[src/rtl/maj_seq_pkg.sv]
// Shared types and constants for the majority-network truth-table sequencer.
// Each program node selects three operands that feed a single MAJ3 gate.
package maj_seq_pkg;

   localparam int NODES    = 8;
   localparam int WORD_W   = 32;
   localparam int PATTERNS = 128;

   localparam logic [3:0] SEL_X0        = 4'd0;
   localparam logic [3:0] SEL_X1        = 4'd1;
   localparam logic [3:0] SEL_X2        = 4'd2;
   localparam logic [3:0] SEL_X3        = 4'd3;
   localparam logic [3:0] SEL_X4        = 4'd4;
   localparam logic [3:0] SEL_X5        = 4'd5;
   localparam logic [3:0] SEL_X6        = 4'd6;
   localparam logic [3:0] SEL_ZERO      = 4'd7;
   localparam logic [3:0] SEL_NODE_BASE = 4'd8;

   typedef enum logic [1:0] {
      ST_IDLE,
      ST_EVAL,
      ST_EMIT
   } state_e;

   typedef struct packed {
      logic [3:0] selC;
      logic [3:0] selB;
      logic [3:0] selA;
   } node_cfg_t;

   localparam node_cfg_t NODE_RESET = '{selC: SEL_ZERO, selB: SEL_ZERO, selA: SEL_ZERO};

   // A node may only read nodes evaluated earlier in the current pattern.
   function automatic logic selectOperand(input logic [3:0] sel,
                                          input logic [6:0] pat,
                                          input logic [7:0] vals,
                                          input logic [2:0] cur);
      logic bitVal;
      bitVal = 1'b0;
      if (sel < SEL_ZERO) begin
         bitVal = pat[sel[2:0]];
      end else if (sel >= SEL_NODE_BASE && sel[2:0] < cur) begin
         bitVal = vals[sel[2:0]];
      end
      return bitVal;
   endfunction

endpackage

[src/rtl/maj3_cell.sv]
// Three-input majority gate, the only arithmetic element of the sequencer.
module maj3_cell (
   input  logic a_i,
   input  logic b_i,
   input  logic c_i,
   output logic y_o
);

   assign y_o = (a_i & b_i) | (a_i & c_i) | (b_i & c_i);

endmodule

[src/rtl/maj_net_sequencer.sv]
// Sweeps all 128 input patterns through a programmable MAJ3 network, one node
// per cycle, and streams the resulting truth table as four 32-bit words.
module maj_net_sequencer
   import maj_seq_pkg::*;
#(
   parameter int NODES = maj_seq_pkg::NODES
) (
   input  logic                clk,
   input  logic                rst,
   input  logic                cfg_we,
   input  logic [2:0]          cfg_addr,
   input  logic [11:0]         cfg_data,
   input  logic                len_we,
   input  logic [2:0]          len_data,
   input  logic                start,
   output logic                busy,
   output logic                done,
   output logic                tt_valid,
   input  logic                tt_ready,
   output logic [WORD_W-1:0]   tt_data,
   output logic [1:0]          tt_idx
);

   localparam int PAT_W = $clog2(PATTERNS);

   state_e                  state_q, state_d;
   node_cfg_t [NODES-1:0]   prog_q, prog_d;
   logic [2:0]              len_q, len_d;
   logic [2:0]              node_q, node_d;
   logic [PAT_W-1:0]        pat_q, pat_d;
   logic [NODES-1:0]        nodeVal_q, nodeVal_d;
   logic [WORD_W-1:0]       ttData_q, ttData_d;
   logic [1:0]              ttIdx_q, ttIdx_d;
   logic                    done_q, done_d;

   node_cfg_t curCfg;
   logic      opA, opB, opC, majOut;

   assign curCfg = prog_q[node_q];
   assign opA    = selectOperand(curCfg.selA, pat_q, nodeVal_q, node_q);
   assign opB    = selectOperand(curCfg.selB, pat_q, nodeVal_q, node_q);
   assign opC    = selectOperand(curCfg.selC, pat_q, nodeVal_q, node_q);

   maj3_cell u_maj3 (
      .a_i (opA),
      .b_i (opB),
      .c_i (opC),
      .y_o (majOut)
   );

   always_comb begin
      state_d   = state_q;
      prog_d    = prog_q;
      len_d     = len_q;
      node_d    = node_q;
      pat_d     = pat_q;
      nodeVal_d = nodeVal_q;
      ttData_d  = ttData_q;
      ttIdx_d   = ttIdx_q;
      done_d    = 1'b0;

      case (state_q)
         ST_IDLE: begin
            if (cfg_we) begin
               prog_d[cfg_addr] = node_cfg_t'(cfg_data);
            end
            if (len_we) begin
               len_d = len_data;
            end
            if (start) begin
               state_d   = ST_EVAL;
               node_d    = '0;
               pat_d     = '0;
               nodeVal_d = '0;
            end
         end
         ST_EVAL: begin
            // The last program node is the function output for this pattern.
            if (node_q == len_q) begin
               ttData_d[pat_q[4:0]] = majOut;
               nodeVal_d = '0;
               node_d    = '0;
               pat_d     = pat_q + 7'd1;
               if (pat_q[4:0] == 5'd31) begin
                  state_d = ST_EMIT;
                  ttIdx_d = pat_q[6:5];
               end
            end else begin
               nodeVal_d[node_q] = majOut;
               node_d            = node_q + 3'd1;
            end
         end
         ST_EMIT: begin
            if (tt_ready) begin
               if (ttIdx_q == 2'd3) begin
                  state_d = ST_IDLE;
                  done_d  = 1'b1;
               end else begin
                  state_d = ST_EVAL;
               end
            end
         end
         default: begin
            state_d = ST_IDLE;
         end
      endcase
   end

   always_ff @(posedge clk) begin
      if (rst) begin
         state_q   <= ST_IDLE;
         prog_q    <= {NODES{NODE_RESET}};
         len_q     <= '0;
         node_q    <= '0;
         pat_q     <= '0;
         nodeVal_q <= '0;
         ttData_q  <= '0;
         ttIdx_q   <= '0;
         done_q    <= 1'b0;
      end else begin
         state_q   <= state_d;
         prog_q    <= prog_d;
         len_q     <= len_d;
         node_q    <= node_d;
         pat_q     <= pat_d;
         nodeVal_q <= nodeVal_d;
         ttData_q  <= ttData_d;
         ttIdx_q   <= ttIdx_d;
         done_q    <= done_d;
      end
   end

   assign busy     = (state_q != ST_IDLE);
   assign tt_valid = (state_q == ST_EMIT);
   assign tt_data  = ttData_q;
   assign tt_idx   = ttIdx_q;
   assign done     = done_q;

endmodule

[config.mk]
export PLATFORM = sky130hd
export DESIGN_NAME = maj_net_sequencer
export DESIGN_NICKNAME = d
export VERILOG_FILES = /design/src/rtl/maj_seq_pkg.sv /design/src/rtl/maj3_cell.sv /design/src/rtl/maj_net_sequencer.sv
export SDC_FILE = /design/constraint.sdc
export NUM_CORES = 1
export LEC_CHECK = 0
export ABC_AREA = 1
export CORE_MARGIN = 3
export CORE_UTILIZATION = 40
export CTS_CLUSTER_DIAMETER = 50
export DETAILED_ROUTE_END_ITERATION = 8
export GPL_ROUTABILITY_DRIVEN = 0
export GPL_TIMING_DRIVEN = 0
export PLACE_DENSITY = 0.58
export SETUP_SLACK_MARGIN = 0.4
export SYNTH_ARGS = -nofsm -noshare
export SYNTH_HDL_FRONTEND = slang
export SYNTH_SLANG_ARGS = --single-unit
[constraint.sdc]
create_clock -name clk -period 5.7 [get_ports clk]
set_input_delay 1.14 -clock clk [delete_from_list [all_inputs] [get_ports clk]]
set_output_delay 1.14 -clock clk [all_outputs]
set_load 0.02 [all_outputs]
# Word-level counts from Yosys, hierarchy flattened
# Index checks and enable logic that the tools add are counted.
# W data, S select, Z words.
# totals
regBits,154
input_bits,24
out_inout_bits,37
# op_classes
addsub,2
magnitude_cmp,18
eq_ne,9
muxes,45
bitwise,7
reduce_logical,17
# ops
op,n
$bwmux W96,1
$bmux W12 S3,1
$demux W12 S3,1
$bwmux W32,1
$mux W12,2
$lt A3 B4 Y1 const B,5
$bmux W1 S3,6
$mux W1,16
$mux W8,2
$pmux W8 S2,1
$mux W7,2
$pmux W7 S2,1
$ge A4 B4 Y1 const B,3
$lt A4 B3 Y1 const B,3
$lt A3 B3 Y1,3
$bwmux W8,1
$mux W2,4
$reduce_and A2 Y1,4
$add A7 B1 Y7 const B,1
$ge A3 B1 Y1 const B,2
$logic_and A1 B1 Y1,6
$lt A5 B6 Y1 const B,1
$mux W3,2
$ne A2 B2 Y1 const B,3
other kinds (19),26

# Logic depth before layout (Yosys ltp)
# depth
ltp_word,12
ltp_mapped,22
depth_no_buf,19

# Cells and area by module
# Synthesis repeated with hierarchy kept, for this count alone.
# hier_totals
cells_unflattened,1111
area_unflattened_um2,7687.4
# by_module_without_submodules
module,n_inst,cells_per_inst,area_each_um2,seq_area_each_um2
maj_net_sequencer,1,1107,7666.1,3083.0
maj3_cell,1,4,21.3,0.0

# Least setup slack after synthesis
# Ideal clock, no wire load.
# synth_path
path_type,register to register
startpoint,reg node_q[0]
endpoint,"reg ttData_q[27], in the netlist tt_data[27]"
setup_time_ns,0.066
t_arrival_ns,2.285
path_slack_ns,3.349
path_stages_with_launch,20
n_path_buf,4
synth_period_minus_slack_ns,2.351
cell_sequence,dfxtp_1 > buf_6 > inv_4 > buf_6 > buf_6 > nand2_1 > a21oi_1 > o21ai_0 > nand2_1 > ha_1 > a21oi_1 > nand2_1 > nor2_1 > nand3_1 > nand2_1 > inv_1 > nand2_2 > nand2_4 > buf_6 > a21oi_2
# synth_via
elab_chain_cells,10
word_cells_on_any_way,40
cone_classes,9 x order compare; 1 x eq/ne; 21 x mux; 5 x bitwise; 4 x reduce/logical
# synth_rtl
item,line,rtl
"start, declared",maj_net_sequencer.sv:29,"logic [2:0] node_q, node_d;"
"start signal, assigned",maj_net_sequencer.sv:124,node_q <= node_d;
$bmux W12 S3,maj_net_sequencer.sv:39,assign curCfg = prog_q[node_q];
$mux W12 (implied by the code),maj_net_sequencer.sv:39,
$ge A4 B4 Y1 (tied with other cells),maj_seq_pkg.sv:42,end else if (sel >= SEL_NODE_BASE && sel[2:0] < cur) begin
$logic_and A1 B1 Y1 / $mux W1 (equally long branches),"maj_seq_pkg.sv:42, maj_seq_pkg.sv:43",
$mux W1,maj_seq_pkg.sv:42,
$mux W1,maj_seq_pkg.sv:40,if (sel < SEL_ZERO) begin
$and A1 B1 Y1,maj3_cell.sv:9,assign y_o = (a_i & b_i) | (a_i & c_i) | (b_i & c_i);
$or A1 B1 Y1 (2 in a row),maj3_cell.sv:9,
$bwmux W32,maj_net_sequencer.sv:80,ttData_d[pat_q[4:0]] = majOut;
"end signal, assigned",maj_net_sequencer.sv:127,ttData_q <= ttData_d;
"end, declared",maj_net_sequencer.sv:32,"logic [WORD_W-1:0] ttData_q, ttData_d;"
# Several ways; a longest one is shown, not always the timed one. The select of a mux whose other input is x is not followed.
# A chain may end at the register's enable or synchronous reset.

# Worst setup path after layout
# layout_path
startpoint,reg state_q[1]
endpoint,out busy
# layout_via
elab_chain_cells,1
# layout_rtl
item,line,rtl
"start, declared",maj_net_sequencer.sv:26,"state_e state_q, state_d;"
"start signal, assigned",maj_net_sequencer.sv:121,state_q <= state_d;
$reduce_bool A2 Y1,maj_net_sequencer.sv:133,assign busy = (state_q != ST_IDLE);
"end, declared",maj_net_sequencer.sv:16,"output logic busy,"
# Every way passes these cells.

==> impl_results.md <==
- Outcome: complete, no violations
- Post-Synth Adder-Cell Area: 1.97%
- Seq cells post-synth: 154
- WL met2: 11,000 um
- Setup TNS: 0 ps
- Synth area leader: dfxtp_1
- Multiplexer area fraction after synthesis: 0%
- Tmin final: 3210 ps
- Worst Setup End Kind: primary output
- Clock transition at path regs: 60 ps
- CTS tree: done
- Fmax: 311 MHz
- Chip width: 144 um
- Die height: 144 um
- I/O Pins: 61
- CP delay by family, top: buffers and inverters
- Pins Over Slew Limit: 0
- Worst Path Buf+Inv: 2
- Routed len/inst: 16.4 um
- Slew at the pin closest to its max-slew limit: 776 ps
- Req. time, crit path: 4560 ps
- Netlist Area Pre-Place: 0.00761 sq mm
- Syn_area_per_cell: 6.67 sq um
- Vias per std cell: 5.18
- Clock latency on the worst-skew pair: 430 ps
- Setup violators final: 0
- CP startpoint kind: flip-flop
- # hold bufs at CTS: 0
- Post-CTS Resized: 0
- Core box area: 0.0183 sq mm
- Syn-to-layout area delta: 18.1%
- Synth warn: 0
- Detailed Route WL: 23,900 um
- Cell row count: 49
- Largest net degree at the start of global routing: 17
- Total power: 0.00267 W
- NetSw: 0.000762 W
- Synth cell types: 33
- CTS Buffer Depth: 2
- Crit Path Max Fanout: 5
- CTS Buf Count: 17
- Buffers added on ports: 48
- Max cap viols: 0
- Net Sw Frac: 28.5%
- CP max stage delay: 610 ps
- Synth area leaders: dfxtp_1 (40%), nand2_1 (18%), nand3_1 (9.1%), o21ai_0 (6.1%), nor2_1 (5.9%)
- # clock sinks: 154
- Max Used Layer: met4
- Met3 wire length: 1300 um
- Die Outline Area: 0.0207 sq mm
- Post-Synthesis Cells: 1,142
- Metal-1 WL: 11,100 um
- Slew headroom: 48.1%
- CP Class: flip-flop to primary output
- Leak Pwr: 4.12 nW
- Worst hold path depth: 2
- Synth top area share: 40.5%
- Pint: 0.00191 W
- Worst Hold Class: flip-flop to flip-flop
- CP arrival: 2070 ps
- Slowest-stage cell, CP: nor2_1
- 1st-iter DRT viols: 670
- Post-Synth XOR/XNOR Area: 0.575%
- Sequence of cells on the critical path: nor2_1 -> inv_1 -> clkdlybuf4s50_1
- Initial antenna violation count: 0
- Layout cell share with drive strength beyond 1: 7.28%
- Final Skew: 10.9 ps
- Nets: 1,245
- Pwr dens: 297 mW/mm^2
- Root Buffer: clkbuf_16
- DRC violations left: 0
- Gate power share: 13.6%
- Unrepaired setup endpoints after global routing: false
- Simple-Gate Fraction of Synth Area: 35.1%
- Hold Fails Final Rpt: 0
- Total gr overflow: 0
- Via count: 7,511
- Antenna Nets Post-Route: 0
- Seq/Total Area, Yosys: 40.5%
- Post-detailed-placement half-perimeter wirelength: 16,900 um
- All-layer global routing usage: 23.7%
- R2R cell count: 14
- Worst vdd ir: 186 uV
- Global-route wire length before repair: 37,700 um
- Clock Power Share: 44.6%
- Sequential share of power: 41.8%
- Crit. path cell count: 3
- Final antenna diode count: 0
- Net Count, Synth: 1,178
- Synth Area in Compound Gates: 13.5%
- Initial core utilization: 41.5%
- Fin crit share: 56.4%
- Post-CTS setup buffers: 0
- H-tree levels: 4
- Drt pass-1 iters: 5
- Number of global-route vias before repair: 6,832
- Largest family of logic cells by synthesized area: simple AND/OR/NAND/NOR gates
[per-stage QoR]
| step | utilization (%) | instance area (sq um) | hold slack [ps] | std cells | worst slack [ps] |
|---|---|---|---|---|---|
| after detailed placement | 45.7 | 8380 | 443 | 1419 | 2390 |
| after global routing | 49.1 | 8990 | 478 | 1451 | 2380 |
| after global placement | 45.7 | 8380 | 437 | 1419 | 2410 |
| after CTS | 49.1 | 8990 | 459 | 1451 | 2430 |
| final | 49.1 | 8990 | 457 | 1451 | 2490 |
| after floorplan | - | 7610 | 429 | 1142 | 3350 |
[synthesized netlist by cell type]
cell type and instances:
a211oi_1 1, a21oi_1 60, a21oi_2 22, a22oi_1 2
buf_1 2, buf_2 2, buf_4 6, buf_6 9
clkbuf_1 36, clkbuf_2 3, clkinv_1 7, dfxtp_1 154
ha_1 12, inv_1 76, inv_2 2, inv_4 1
nand2_1 358, nand2_2 2, nand2_4 2, nand3_1 138
nand4_1 7, nor2_1 120, nor2_2 5, nor2_4 3
nor3_1 6, nor3b_1 1, o2111ai_1 1, o211ai_1 4
o21ai_0 93, o21ai_1 1, or2_0 1, xnor2_1 1
xor2_1 4
[worst reg2reg max path, cell delays in order, from the launching register on]
cell and delay, ps:
dfxtp_1 430, clkbuf_1 530, o21ai_0 250, nand2_1 230, ha_1 280, a21oi_1 150
nand2_1 80, nor2_1 80, nand3_1 70, nand2_1 70, inv_1 50, nand2_2 200
nand2_4 120, buf_6 170, a21oi_2 110
[final cells by class]
class                   count  area [sq um]
plain buffers              58           314
clock buffers              17           425
clock inverters            15           189
fillers                  1950          9340
inverters                  86           325
multi-input cells         844          3890
flip-flops and latches    154          3080
well taps                 229           287
repair buffers             48           480
[power groups by stage]
stage / clock network (W) / registers [W] / logic [W]
global route: 0.00125 / 0.00112 / 0.000408
finish: 0.00119 / 0.00112 / 0.000364
CTS: 0.00121 / 0.00112 / 0.000362
floorplan: 0 / 0.00114 / 0.000252
detailed placement: 0 / 0.00114 / 0.000360
global placement: 0 / 0.00114 / 0.000358
[flip-flops by register name, summed over array words and instances, names as in the netlist]
name	cells
done	1
len_q	3
nodeVal_q	8
node_q	3
pat_q	7
prog_q	96
state_q	2
tt_data	32
tt_idx	2
[cell families (layout without fill, tap and decap cells)]
group           Yosys count  in the layout
buf+inv                 144            224
compound gates          184            184
flops                   154            154
xor+xnor                  5              5
fa+ha+maj                12             12
simple gates            643            643
[routing by layer]
| layer | up-vias | global-route usage, % |
|---|---|---|
| met2 | 191 | 38.1 |
| met1 | 3473 | 32.6 |
| met4 | 0 | 6.59 |
| met3 | 27 | 4.66 |
| met5 | - | 0 |
| li1 | 3820 | - |
[worst paths after layout]
check / slack (ps) / end / from
min reg2reg: 460 / prog_q[93]$_SDFFE_PP1P_ / prog_q[93]$_SDFFE_PP1P_
max: 2490 / busy / state_q[1]$_SDFFE_PP0P_
max reg2reg: 2820 / tt_data[23]$_SDFFE_PP0P_ / node_q[2]$_SDFFE_PP0P_
min: 460 / prog_q[93]$_SDFFE_PP1P_ / prog_q[93]$_SDFFE_PP1P_
[cell usage in the layout (no fill, tap or decap), types with 2 or more instances in the layout]
cell | Yosys | routed
nor2_2 | 5 | 5
clkbuf_16 | 0 | 17
a21oi_2 | 22 | 22
ha_1 | 12 | 12
o211ai_1 | 4 | 4
bufinv_16 | 0 | 3
clkbuf_2 | 3 | 3
dfxtp_1 | 154 | 154
clkbuf_1 | 36 | 36
clkdlybuf4s50_1 | 0 | 48
nand2_1 | 358 | 358
buf_2 | 2 | 2
nor3_1 | 6 | 6
clkinv_2 | 0 | 2
nand2_4 | 2 | 2
inv_6 | 0 | 4
nand2_2 | 2 | 2
inv_2 | 2 | 2
xor2_1 | 4 | 4
a21oi_1 | 60 | 60
nor2_1 | 120 | 120
nand4_1 | 7 | 7
buf_4 | 6 | 6
clkinv_4 | 0 | 4
a22oi_1 | 2 | 2
nor2_4 | 3 | 3
nand3_1 | 138 | 138
o21ai_0 | 93 | 93
buf_6 | 9 | 9
inv_1 | 76 | 76
clkinv_1 | 7 | 7
buf_1 | 2 | 2
No activity file was read; power rests on OpenSTA's default activity.
==> patch (config.mk and constraints unchanged) <==
Set the package constant `WORD_W` to 64 (it was 32).
--- a/src/rtl/maj_seq_pkg.sv
+++ b/src/rtl/maj_seq_pkg.sv
@@ -4,5 +4,5 @@
 
    localparam int NODES    = 8;
-   localparam int WORD_W   = 32;
+   localparam int WORD_W   = 64;
    localparam int PATTERNS = 128;
 
Ports: changed (resized tt_data); port bits go from 61 to 93. The function was not compared with the original's and may differ.
==> patch against the unedited design <==
Core utilization down 0.34 points. Power is 2.2% higher. Sequential share of layout area shrank 2.0 points. Design area increased by 6.1%. Routed wire length is 4.3% higher. Clock skew barely moved. Area after synthesis is 5.8% higher. Critical path depth unchanged. Worst setup slack got worse by 0.095 ns. Global-route usage fell by 0.68 points. Non-clock buffer count up 36. Clock power down 5%. Largest cell class unchanged. Sequential cell count unchanged.
==> patch: results (changes against the unedited design) <==
- Drt initial violations: 563 (-16%)
- Largest Pwr Group: registers
- Port Buffers: 47 (-2.1%)
- Final-layout fill cell count: 2,089 (+7.1%)
- Placed Cells: 1,540 (+8.5%)
- Combinational power: 0.469 mW (+29%)
- Crit path arrival time: 2.17 ns (+0.10 ns)
- Synth top cells by count: nand2_1 (367), dfxtp_1 (154), nand3_1 (127)
- Final non-filler cell total: 1,572 (+8.3%)
- Vias in the first global route: 7,353 (+7.6%)
- Buffers excl. clock: 142 (+34%)
- Largest stage delay on the critical path: 0.63 ns (+0.02 ns)
- Multi-input gate area: 4170 sq um (+7.2%)
- # rows: 51 (+4.1%)
- Multi-input gates: 896 (+6.2%)
- Crit-path max FO: 5 (unchanged)
- Ant diodes: 0 (unchanged)
- Share of layout cells above drive strength 1: 10.5% (+3.2 points)
- Layout area overhead: 18.6%
- Top delay family on crit path: buffers and inverters
- Ranking of synthesized cells by area: dfxtp_1 (38%), nand2_1 (17%), nand3_1 (7.9%)
- Clock skew: 0.0110 ns (+0.000108 ns)
- Worst rel slew slack: 46.9% (-1.1 points)
- Dpl ws: 2.39 ns (+0.00159 ns)
- Status: finished clean
- Clock Path Buffers: 2 (unchanged)
- Worst ir drop on vdd: 0.000204 V (+9.7%)
- Detailed-route via count: 7,885 (+5.0%)
- Post-CTS sizing: 0 (unchanged)
- Cell count after synthesis: 1,197 (+4.8%)
- Net Sw Frac: 31.2% (+2.7 points)
- Pleak: 4.37 nW (+6.2%)
- Placed Instance Area: 8970 sq um (+7.0%)
- Post CTS Setup Buffer Count: 0 (unchanged)
- Clock Network Area Fraction: 6.03% (-0.80 points)
- First-pass GRT wire length: 39.5 mm (+4.7%)
- Sequential area share after synthesis: 38.3% (-2.2 points)
- Fin nets: 1,330 (+6.8%)
- Ys Warns: 0 (unchanged)
- Clk. pwr: 1.13 mW (-5%)
- Netlist cell types: 38 (+15%)
- Aggregate routed wire length: 24.9 mm (+4.3%)
- Non-clk buf share: 11.2% (+2.3 points)
- GR Util All Layers: 23.0% (-0.68 points)
- Pwr per Cell Area: 286 nW/um^2 (-3.7%)
- Clock buffer count in the final layout: 19 (+2)
- Inverters: 83 (-3.5%)
- DP HPWL: 18.2 mm (+7.2%)
==> patch: per-layer routing <==
layer,global-route usage [%],up-vias,wire length (um)
met5,0,-,0
met4,6.93,0,429
met3,4.26,30,1270
met2,35.2,213,10800
met1,33.2,3657,12400
li1,-,3985,-
==> patch: worst paths after layout <==
check	start	to	slack, ns	cells after the start
setup / recovery	state_q[0]	busy	2.39	3
hold reg to reg	prog_q[77]	prog_q[77]	0.46	2
hold / removal	prog_q[77]	prog_q[77]	0.46	2
setup reg to reg	node_q[2]	tt_data[29]	2.76	16
==> patch: logic make-up (layout without fill, tap and decap cells) <==
| group | after synthesis | in the layout | synth area share [%] |
|---|---|---|---|
| and+or+nand+nor | 659 | 659 | 34.7 |
| AOI/OAI and AO/OA | 191 | 191 | 13.5 |
| buffers and inverters | 178 | 257 | 11.4 |
| DFF | 154 | 154 | 38.3 |
| adders and majority gates | 12 | 12 | 1.86 |
| xor gates and xnor gates | 2 | 2 | 0.218 |
| other | 1 | 32 | 0.0466 |
